`config.mk`:
```
export PLATFORM = sky130hd
export DESIGN_NAME = mult_digit_serial
export DESIGN_NICKNAME = d
export VERILOG_FILES = /design/src/rtl/mult_digit_serial.sv
export SDC_FILE = /design/constraint.sdc
export NUM_CORES = 1
export LEC_CHECK = 0
export CORE_MARGIN = 2
export CORE_UTILIZATION = 40
export CTS_CLUSTER_DIAMETER = 120
export DETAILED_ROUTE_END_ITERATION = 7
export PLACE_DENSITY = 0.63
export SETUP_SLACK_MARGIN = 0.1
export SLEW_MARGIN = 30
export SYNTH_ARGS = -nofsm -noshare
export SYNTH_HDL_FRONTEND = slang
export SYNTH_SLANG_ARGS = --single-unit
```
`constraint.sdc`:
```
create_clock -name clk_i -period 7 [get_ports clk_i]
set_input_delay 1.05 -clock clk_i [delete_from_list [all_inputs] [get_ports clk_i]]
set_output_delay 1.05 -clock clk_i [all_outputs]
set_load 0.005 [all_outputs]
```
`src/rtl/mult_digit_serial.sv`:
```
// Iterative WIDTH x WIDTH multiplier: one DIGIT x DIGIT partial product per cycle, start/busy/done handshake.
// Define MULT_SIGNED_EN for two's-complement operands and product (adds a one-cycle FIX state).
module mult_digit_serial #(
    parameter int WIDTH = 8,
    parameter int DIGIT = 2
) (
    input  logic               clk_i,
    input  logic               rst_ni,
    input  logic               start_i,
    input  logic [WIDTH-1:0]   a_i,
    input  logic [WIDTH-1:0]   b_i,
    output logic               busy_o,
    output logic               done_o,
    output logic [2*WIDTH-1:0] product_o
);
    localparam int K  = WIDTH / DIGIT;
    localparam int IW = (K > 1) ? $clog2(K) : 1;
    localparam int PW = 2 * WIDTH;
    localparam logic [IW-1:0] LAST = IW'(K - 1);

    // state  | meaning
    // S_IDLE | waiting for start, operands captured on accept
    // S_CALC | one digit-pair product accumulated per cycle
    // S_FIX  | signed build only: negate accumulator when signs differ
    // S_DONE | one-cycle done pulse, product valid
    typedef enum logic [1:0] {
        S_IDLE = 2'd0,
        S_CALC = 2'd1,
        S_FIX  = 2'd2,
        S_DONE = 2'd3
    } state_t;

    state_t             state_q, state_d;
    logic [WIDTH-1:0]   a_r_q, a_r_d, b_r_q, b_r_d;
    logic [IW-1:0]      i_q, i_d, j_q, j_d;
    logic [PW-1:0]      acc_q, acc_d, product_q, product_d;
    logic [DIGIT-1:0]   a_dig, b_dig;
    logic [2*DIGIT-1:0] pp;
    logic [PW-1:0]      pp_sh;
`ifdef MULT_SIGNED_EN
    logic               sign_q, sign_d;
`endif

    assign a_dig = DIGIT'(a_r_q >> (DIGIT * int'(i_q)));
    assign b_dig = DIGIT'(b_r_q >> (DIGIT * int'(j_q)));
    assign pp    = (2*DIGIT)'(a_dig) * (2*DIGIT)'(b_dig);
    assign pp_sh = PW'(pp) << (DIGIT * (int'(i_q) + int'(j_q)));

    always_comb begin
        state_d   = state_q;
        a_r_d     = a_r_q;
        b_r_d     = b_r_q;
        i_d       = i_q;
        j_d       = j_q;
        acc_d     = acc_q;
        product_d = product_q;
`ifdef MULT_SIGNED_EN
        sign_d    = sign_q;
`endif
        case (state_q)
            S_IDLE: begin
                if (start_i) begin
`ifdef MULT_SIGNED_EN
                    // magnitude of -2^(WIDTH-1) still fits as an unsigned WIDTH-bit value
                    a_r_d  = a_i[WIDTH-1] ? -a_i : a_i;
                    b_r_d  = b_i[WIDTH-1] ? -b_i : b_i;
                    sign_d = a_i[WIDTH-1] ^ b_i[WIDTH-1];
`else
                    a_r_d  = a_i;
                    b_r_d  = b_i;
`endif
                    i_d     = '0;
                    j_d     = '0;
                    acc_d   = '0;
                    state_d = S_CALC;
                end
            end
            S_CALC: begin
                acc_d = acc_q + pp_sh;
                j_d   = (j_q == LAST) ? '0 : j_q + IW'(1);
                if (j_q == LAST) begin
                    i_d = (i_q == LAST) ? '0 : i_q + IW'(1);
                end
                if (i_q == LAST && j_q == LAST) begin
`ifdef MULT_SIGNED_EN
                    state_d = S_FIX;
`else
                    product_d = acc_d;
                    state_d   = S_DONE;
`endif
                end
            end
`ifdef MULT_SIGNED_EN
            S_FIX: begin
                acc_d     = sign_q ? -acc_q : acc_q;
                product_d = acc_d;
                state_d   = S_DONE;
            end
`endif
            S_DONE: state_d = S_IDLE;
            default: state_d = S_IDLE;
        endcase
    end

    always_ff @(posedge clk_i or negedge rst_ni) begin
        if (!rst_ni) begin
            state_q   <= S_IDLE;
            a_r_q     <= '0;
            b_r_q     <= '0;
            i_q       <= '0;
            j_q       <= '0;
            acc_q     <= '0;
            product_q <= '0;
`ifdef MULT_SIGNED_EN
            sign_q    <= 1'b0;
`endif
        end else begin
            state_q   <= state_d;
            a_r_q     <= a_r_d;
            b_r_q     <= b_r_d;
            i_q       <= i_d;
            j_q       <= j_d;
            acc_q     <= acc_d;
            product_q <= product_d;
`ifdef MULT_SIGNED_EN
            sign_q    <= sign_d;
`endif
        end
    end

    assign busy_o    = (state_q != S_IDLE);
    assign done_o    = (state_q == S_DONE);
    assign product_o = product_q;

endmodule

```
==> results of run 1 <==
## cells in the mapped netlist (2+ instances only)
library cell,count,share of area [%]
and4_1,3,0.81
buf_4,2,0.46
nor2_1,15,1.7
ha_1,21,8.1
a211oi_1,3,0.69
a2111o_1,2,0.69
o22ai_1,4,0.77
a21oi_1,10,1.5
and2_1,9,1.7
a31oi_1,5,0.96
xnor2_1,6,1.6
mux4_2,4,2.8
a22o_1,3,0.81
a21o_1,8,1.8
fa_1,2,1.2
buf_2,3,0.46
nand3_1,6,0.92
inv_1,10,1.2
o31ai_1,5,1.2
o2111ai_1,2,0.54
a211o_1,4,1.1
xor2_1,2,0.54
a32o_1,3,0.92
clkbuf_1,6,0.69
o211ai_1,2,0.46
mux2_2,18,6.2
o21ai_0,16,2.5
o21a_1,5,1.2
nand2_1,38,4.4
nand2b_1,6,1.2
or3_1,2,0.38
nor2b_1,5,0.96
dfrtp_1,54,42
a2111oi_2,2,0.92
or2_2,2,0.38
nor3_1,4,0.62
## metal layers
layer / track usage [%] / vias to the layer above / part of all wire [%]
li1: - / 1223 / -
met1: 25.37 / 1240 / 50
met2: 28.87 / 51 / 45
met3: 2.729 / 8 / 3.1
met4: 4.710 / 0 / 1.4
met5: 0 / - / 0
## layout make-up
class                      count  area share (%)
clock inverter                 3           1.051
sequential                    54           35.48
timing repair buffer          39           9.921
clock buffer                   5           1.807
tap                          102           3.351
inverter                      11           1.084
multi-input combinational    237           47.31
## stage by stage
stage	std cells	hold WS, ns	utilization [%]
after CTS	451	0.4918	48.72
after global routing	451	0.5272	48.78
after detailed placement	443	0.4697	47.32
after global placement	443	0.4603	47.32
after floorplan	314	0.4524	-
final	451	0.4828	48.78
## cells in the final DEF, fill, tap and decap left out, types with 6 or more instances in the layout
cell type        count
mux2_2              18
nand2b_1             6
o21ai_0             16
a21o_1               8
xnor2_1              6
nand2_1             38
and2_1               9
inv_1               10
a21oi_1             10
dfrtp_1             54
nor2_1              15
clkdlybuf4s50_1     35
ha_1                21
## power breakdown
part | internal (mW) | switching (mW) | total, mW
clock network | 0.106 | 0.107 | 0.212
registers | 0.459 | 0.0946 | 0.553
logic | 0.479 | 0.542 | 1.02
total | 1.04 | 0.743 | 1.79
## logic make-up after synthesis
family / synth area share (%)
compound gates: 19.81
xor+xnor: 2.154
fa+ha+maj: 9.308
buf+inv: 3.230
flops: 41.54
mux: 9.308
simple gates: 14.65
## sequential cells by signal, indices dropped and copies added (netlist names)
signal     cells
acc_q         16
i_q            2
b_r_q          8
a_r_q          8
state_q        2
product_o     16
j_q            2
## worst reg2reg max path: cells and delay by family, from the launching register on
| kind | cells | cell delay [ns] |
|---|---|---|
| AOI/OAI and AO/OA | 4 | 1.10 |
| and+or+nand+nor | 5 | 0.98 |
| adders and majority gates | 3 | 0.86 |
| muxes | 1 | 0.58 |
| DFF | 1 | 0.49 |
## path summary, 6_finish.rpt
kind | endpoint | cells after the start
max | acc_q[12]$_DFFE_PN0P_ | 13
min | product_o[1]$_DFFE_PN0P_ | 2
max reg2reg | acc_q[12]$_DFFE_PN0P_ | 13
min reg2reg | product_o[1]$_DFFE_PN0P_ | 2
max in group asynchronous | acc_q[4]$_DFFE_PN0P_ | 2
min in group asynchronous | a_r_q[2]$_DFFE_PN0P_ | 2
==> flow_summary.ini, run 1 <==
[synthesis]
syn-num-nets = 356
synth.avg_cell_area_sq_um = 10.36
synthArstFlopShare_pct = 100.0
synth_edf_count = 0
synth-main-ff-cell = dfrtp_1
syn_inst = 314
syn-cell-area_sq_mm = 0.003253
synth_seq_cells = 54
ys_warn_count = 0
yosys.cell_types.count = 58
ys_seq_area_share_pct = 41.54

[sta]
fin_crit_ns = 4.102
fmax_ghz = 0.2438
worst_pin_slew_ns = 0.8137
skew_ns = 0.006752
setup_tns_ns = 0
setup_violations = 0
finalCritPeriodShare_pct = 58.60
rsz0062_at_grt = no
final-hold-violation-count = 0
setup_ws_ns = 2.898
slew_violations = 0
slew_headroom_pct = 45.70

[setup_path]
critPathRequiredTime_ns = 7.21
cpPeakStageDelay_ns = 0.58
timing.rr.start = i_q[0]$_DFFE_PN0P_
reg2reg_slack_ns = 2.90
critPathLaunch = i_q[0]$_DFFE_PN0P_
cp_common_cell = ha_1
path_max_fanout = 6
crit_buf_inv = 0
start_kind = flop
path_cells = mux4_2 > and2_1 > ha_1 > ha_1 > nor2b_1 > a31oi_1 > nor2_1 > ha_1 > and2b_1 > o2111ai_2 > a2111oi_2 > or3_1 > a32o_1
arrival_ns = 4.31
endpoint_kind = flop
slowest_stage = mux4_2
path_class = reg -> reg
crit_family = compound AO/OA/AOI/OAI gates

[status]
outcome = finished, final reports clean

[cts]
cts_tree = yes
cts_resized = 0
cts-root-buf = clkbuf_8
hold_buffers = 0
clock_latency_ns = 0.31
htreeDepth = 2
cts_buffer_depth = 2
clk_pin_slew_ns = 0.10
post-cts-setup-buffers = 0
clkSinkCount = 54
cts_made_buffers = 5

[floorplan]
rows = 32
die_w_um = 94.18
boundaryPins = 37
start_util_pct = 41.67
die_h_um = 94.18
core_area_sq_mm = 0.007807
die-area_sq_mm = 0.008870

[drt]
drtAntennaViolNets = 0
vias = 2522
wirelength_mm = 7.278
routed_via_density = 5.592
drc = 0
wire_per_inst_um = 16.14
first_pass_iters = 4
dr.first_iter.drc_count = 161

[layout]
nets = 390
antennaDiodeCount = 0
multiInputGateArea_sq_mm = 0.001802
area_growth_pct = 17.08
drive_gt1_share_pct = 13.47
seqCellArea_sq_mm = 0.001351
n_fill_cell = 750
fin_area_sq_mm = 0.003809

[placed_design]
portBuffers = 36
hpwl_mm = 5.228
dpl_cell_area_sq_mm = 0.003695
place_ws_ns = 2.974
gp_congestion = 0.8869

[grt]
antenna_found_initial = 0
grt_pass1_vias = 2639
grt_usage_pct = 17.98
grt_pass1_wl_mm = 12.61
grt_overflow = 0
grt_max_degree = 55

[run]
max_cap_violations = 0

[power]
ir_drop_mv = 0.1566
p_per_area_mw_per_mm2 = 469.0
p_leak_nw = 1.719
total_power_mw = 1.786

[hold_path]
min_from = product_o[1]$_DFFE_PN0P_
hold_path_class = reg -> reg
No activity file was read; power rests on OpenSTA's default activity.
==> run 2: changes to the inputs <==
Settings changed: PLACE_DENSITY 0.63 to 0.65.
Clock period 7 ns to 3.7 ns, I/O delays scaled along.
==> run 2 against run 1 <==
Against the previous run: flip-flop and latch count is the same; wire length rose by 6.4%; clock power increased by 130%; cell count grew 6.0%; maximum frequency increased by 14%; worst hold slack lost 0.21 ns; critical path depth decreased by 1; largest power group unchanged.
==> flow_summary.ini, run 2 (same netlist as run 1, synthesis figures left out) <==
[floorplan]
rows = 32
boundaryPins = 37
die_w_um = 94.18
core_area_sq_mm = 0.007807
die-area_sq_mm = 0.008870
die_h_um = 94.18
start_util_pct = 41.67

[drt]
wire_per_inst_um = 16.20
vias = 2645
drc = 0
first_pass_iters = 4
drtAntennaViolNets = 0
dr.first_iter.drc_count = 103
wirelength_mm = 7.743
routed_via_density = 5.533

[cts]
cts_tree = yes
hold_buffers = 0
clock_latency_ns = 0.31
clkSinkCount = 54
htreeDepth = 2
clk_pin_slew_ns = 0.10
cts-root-buf = clkbuf_8
cts_buffer_depth = 2
cts_made_buffers = 5

[power]
combPwrFrac_pct = 62.2
p_sw_mw = 1.642
pwr-share-seq_pct = 25.8
internal-power_mw = 2.445
p_clk_share_pct = 12.0
ir_drop_mv = 0.3667
swShare_pct = 40.17
p_per_area_mw_per_mm2 = 950.8
p_leak_nw = 1.854

[layout]
nets = 417
area_growth_pct = 32.12
drive_gt1_share_pct = 29.52
fin_area_sq_mm = 0.004298
final_common_cell = dfrtp_1
antennaDiodeCount = 0
layout_common_cells = 52 x dfrtp_1, 36 x nand2_1, 35 x clkdlybuf4s50_1

[setup_path]
cp.depth = 12
path_class = reg -> reg
cpPeakStageDelay_ns = 0.53
r2r-end = acc_q[13]$_DFFE_PN0P_
timing.rr.start = j_q[0]$_DFFE_PN0P_
slowest_stage = mux4_2
critPathRequiredTime_ns = 3.91
start_kind = flop
path_cells = mux4_2 > and2_4 > ha_4 > ha_4 > a31oi_1 > nor2b_1 > ha_4 > a21o_1 > a21o_1 > and3b_2 > or3_4 > a32o_2
endpoint_kind = flop
reg2reg_slack_ns = 0.1
arrival_ns = 3.81
r2r_cells = 12
path_max_fanout = 4
worstSetupEndpoint = acc_q[13]$_DFFE_PN0P_
crit_family = simple AND/OR/NAND/NOR gates
critPathLaunch = j_q[0]$_DFFE_PN0P_
cp_common_cell = ha_4
crit_buf_inv = 0

[grt]
grt_usage_pct = 18.10
grt_pass1_wl_mm = 12.66
grt_overflow = 0
grt_pass1_vias = 2609
antenna_found_initial = 0
grt_max_degree = 31

[sta]
fmax_ghz = 0.2776
slew_violations = 0
slew_headroom_pct = 47.38
fin_crit_ns = 3.603
setup_violations = 0
worst_pin_slew_ns = 0.7884
rsz0062_at_grt = yes
final-hold-violation-count = 0
skew_ns = 0.006019
finalCritPeriodShare_pct = 97.38
whs_ns = 0.2726

[placed_design]
dpl_cell_area_sq_mm = 0.003840
portBuffers = 36
hpwl_mm = 5.506
gp_congestion = 0.9361

[run]
max_cap_violations = 0

[status]
outcome = finished, final reports clean

[hold_path]
hold_path_class = in -> async
run 2: cell count changes in the layout (fill, tap and decap cells not counted), moves of 3 or more:
cell,delta
ha_1,-12
ha_4,+8
nor2_1,-3
a211oi_2,+3
buf_4,+27
ha_2,+4
a211oi_1,-3
run 2: worst min path at each step:
stage,startpoint,endpoint,cells after the start
floorplan,rst_ni,a_r_q[0]$_DFFE_PN0P_,0
global placement,product_o[1]$_DFFE_PN0P_,product_o[1]$_DFFE_PN0P_,2
detailed placement,product_o[10]$_DFFE_PN0P_,product_o[10]$_DFFE_PN0P_,2
CTS,rst_ni,a_r_q[4]$_DFFE_PN0P_,1
global route,rst_ni,a_r_q[4]$_DFFE_PN0P_,1
finish,rst_ni,a_r_q[4]$_DFFE_PN0P_,1
run 2: metrics by stage:
stage	utilization, %	setup slack, ns	std cells	power, mW	setup TNS [ns]
final	55.05	0.09712	478	4.086	0
after global routing	55.05	-0.02087	478	4.402	-0.02096
after CTS	52.18	0.06662	472	3.748	0
after detailed placement	49.18	-0.07151	460	3.126	-0.2283
after global placement	49.18	0.05105	460	3.076	0
after floorplan	-	0.1025	314	2.490	0
run 2: repair_timing:
| item | in CTS | in global routing |
|---|---|---|
| gates cloned | 0 | 0 |
| gates resized for setup | 9 | 37 |
| endpoints found under the hold margin | 0 | 0 |
| endpoints found under the setup margin | 14 | 16 |
| setup buffers | 4 | 6 |
| pin swaps | 9 | 17 |
run 2: layer usage:
| metal | part of all wire, % | wire length, um | global-route usage [%] |
|---|---|---|---|
| met1 | 47 | 3660 | 25.70 |
| met2 | 47 | 3621 | 28.75 |
| met3 | 4.5 | 348 | 2.648 |
| met4 | 1.4 | 112 | 5.193 |
| met5 | 0 | 0 | 0 |
run 2: power groups by stage:
| stage | clock, mW | combinational [mW] | sequential [mW] |
|---|---|---|---|
| floorplan | 0 | 1.47 | 1.02 |
| global placement | 0 | 2.02 | 1.05 |
| detailed placement | 0 | 2.07 | 1.05 |
| CTS | 0.497 | 2.21 | 1.04 |
| global route | 0.524 | 2.79 | 1.09 |
| finish | 0.490 | 2.54 | 1.05 |
run 2: area by class of cell:
type                    count  area (sq um)
clock buffers               6         82.58
clock inverters             2         60.06
fillers                   682          3510
inverters                  11         41.29
multi-input cells         237          2052
flip-flops and latches     54          1354
well taps                 102         127.6
repair buffers             66         580.6
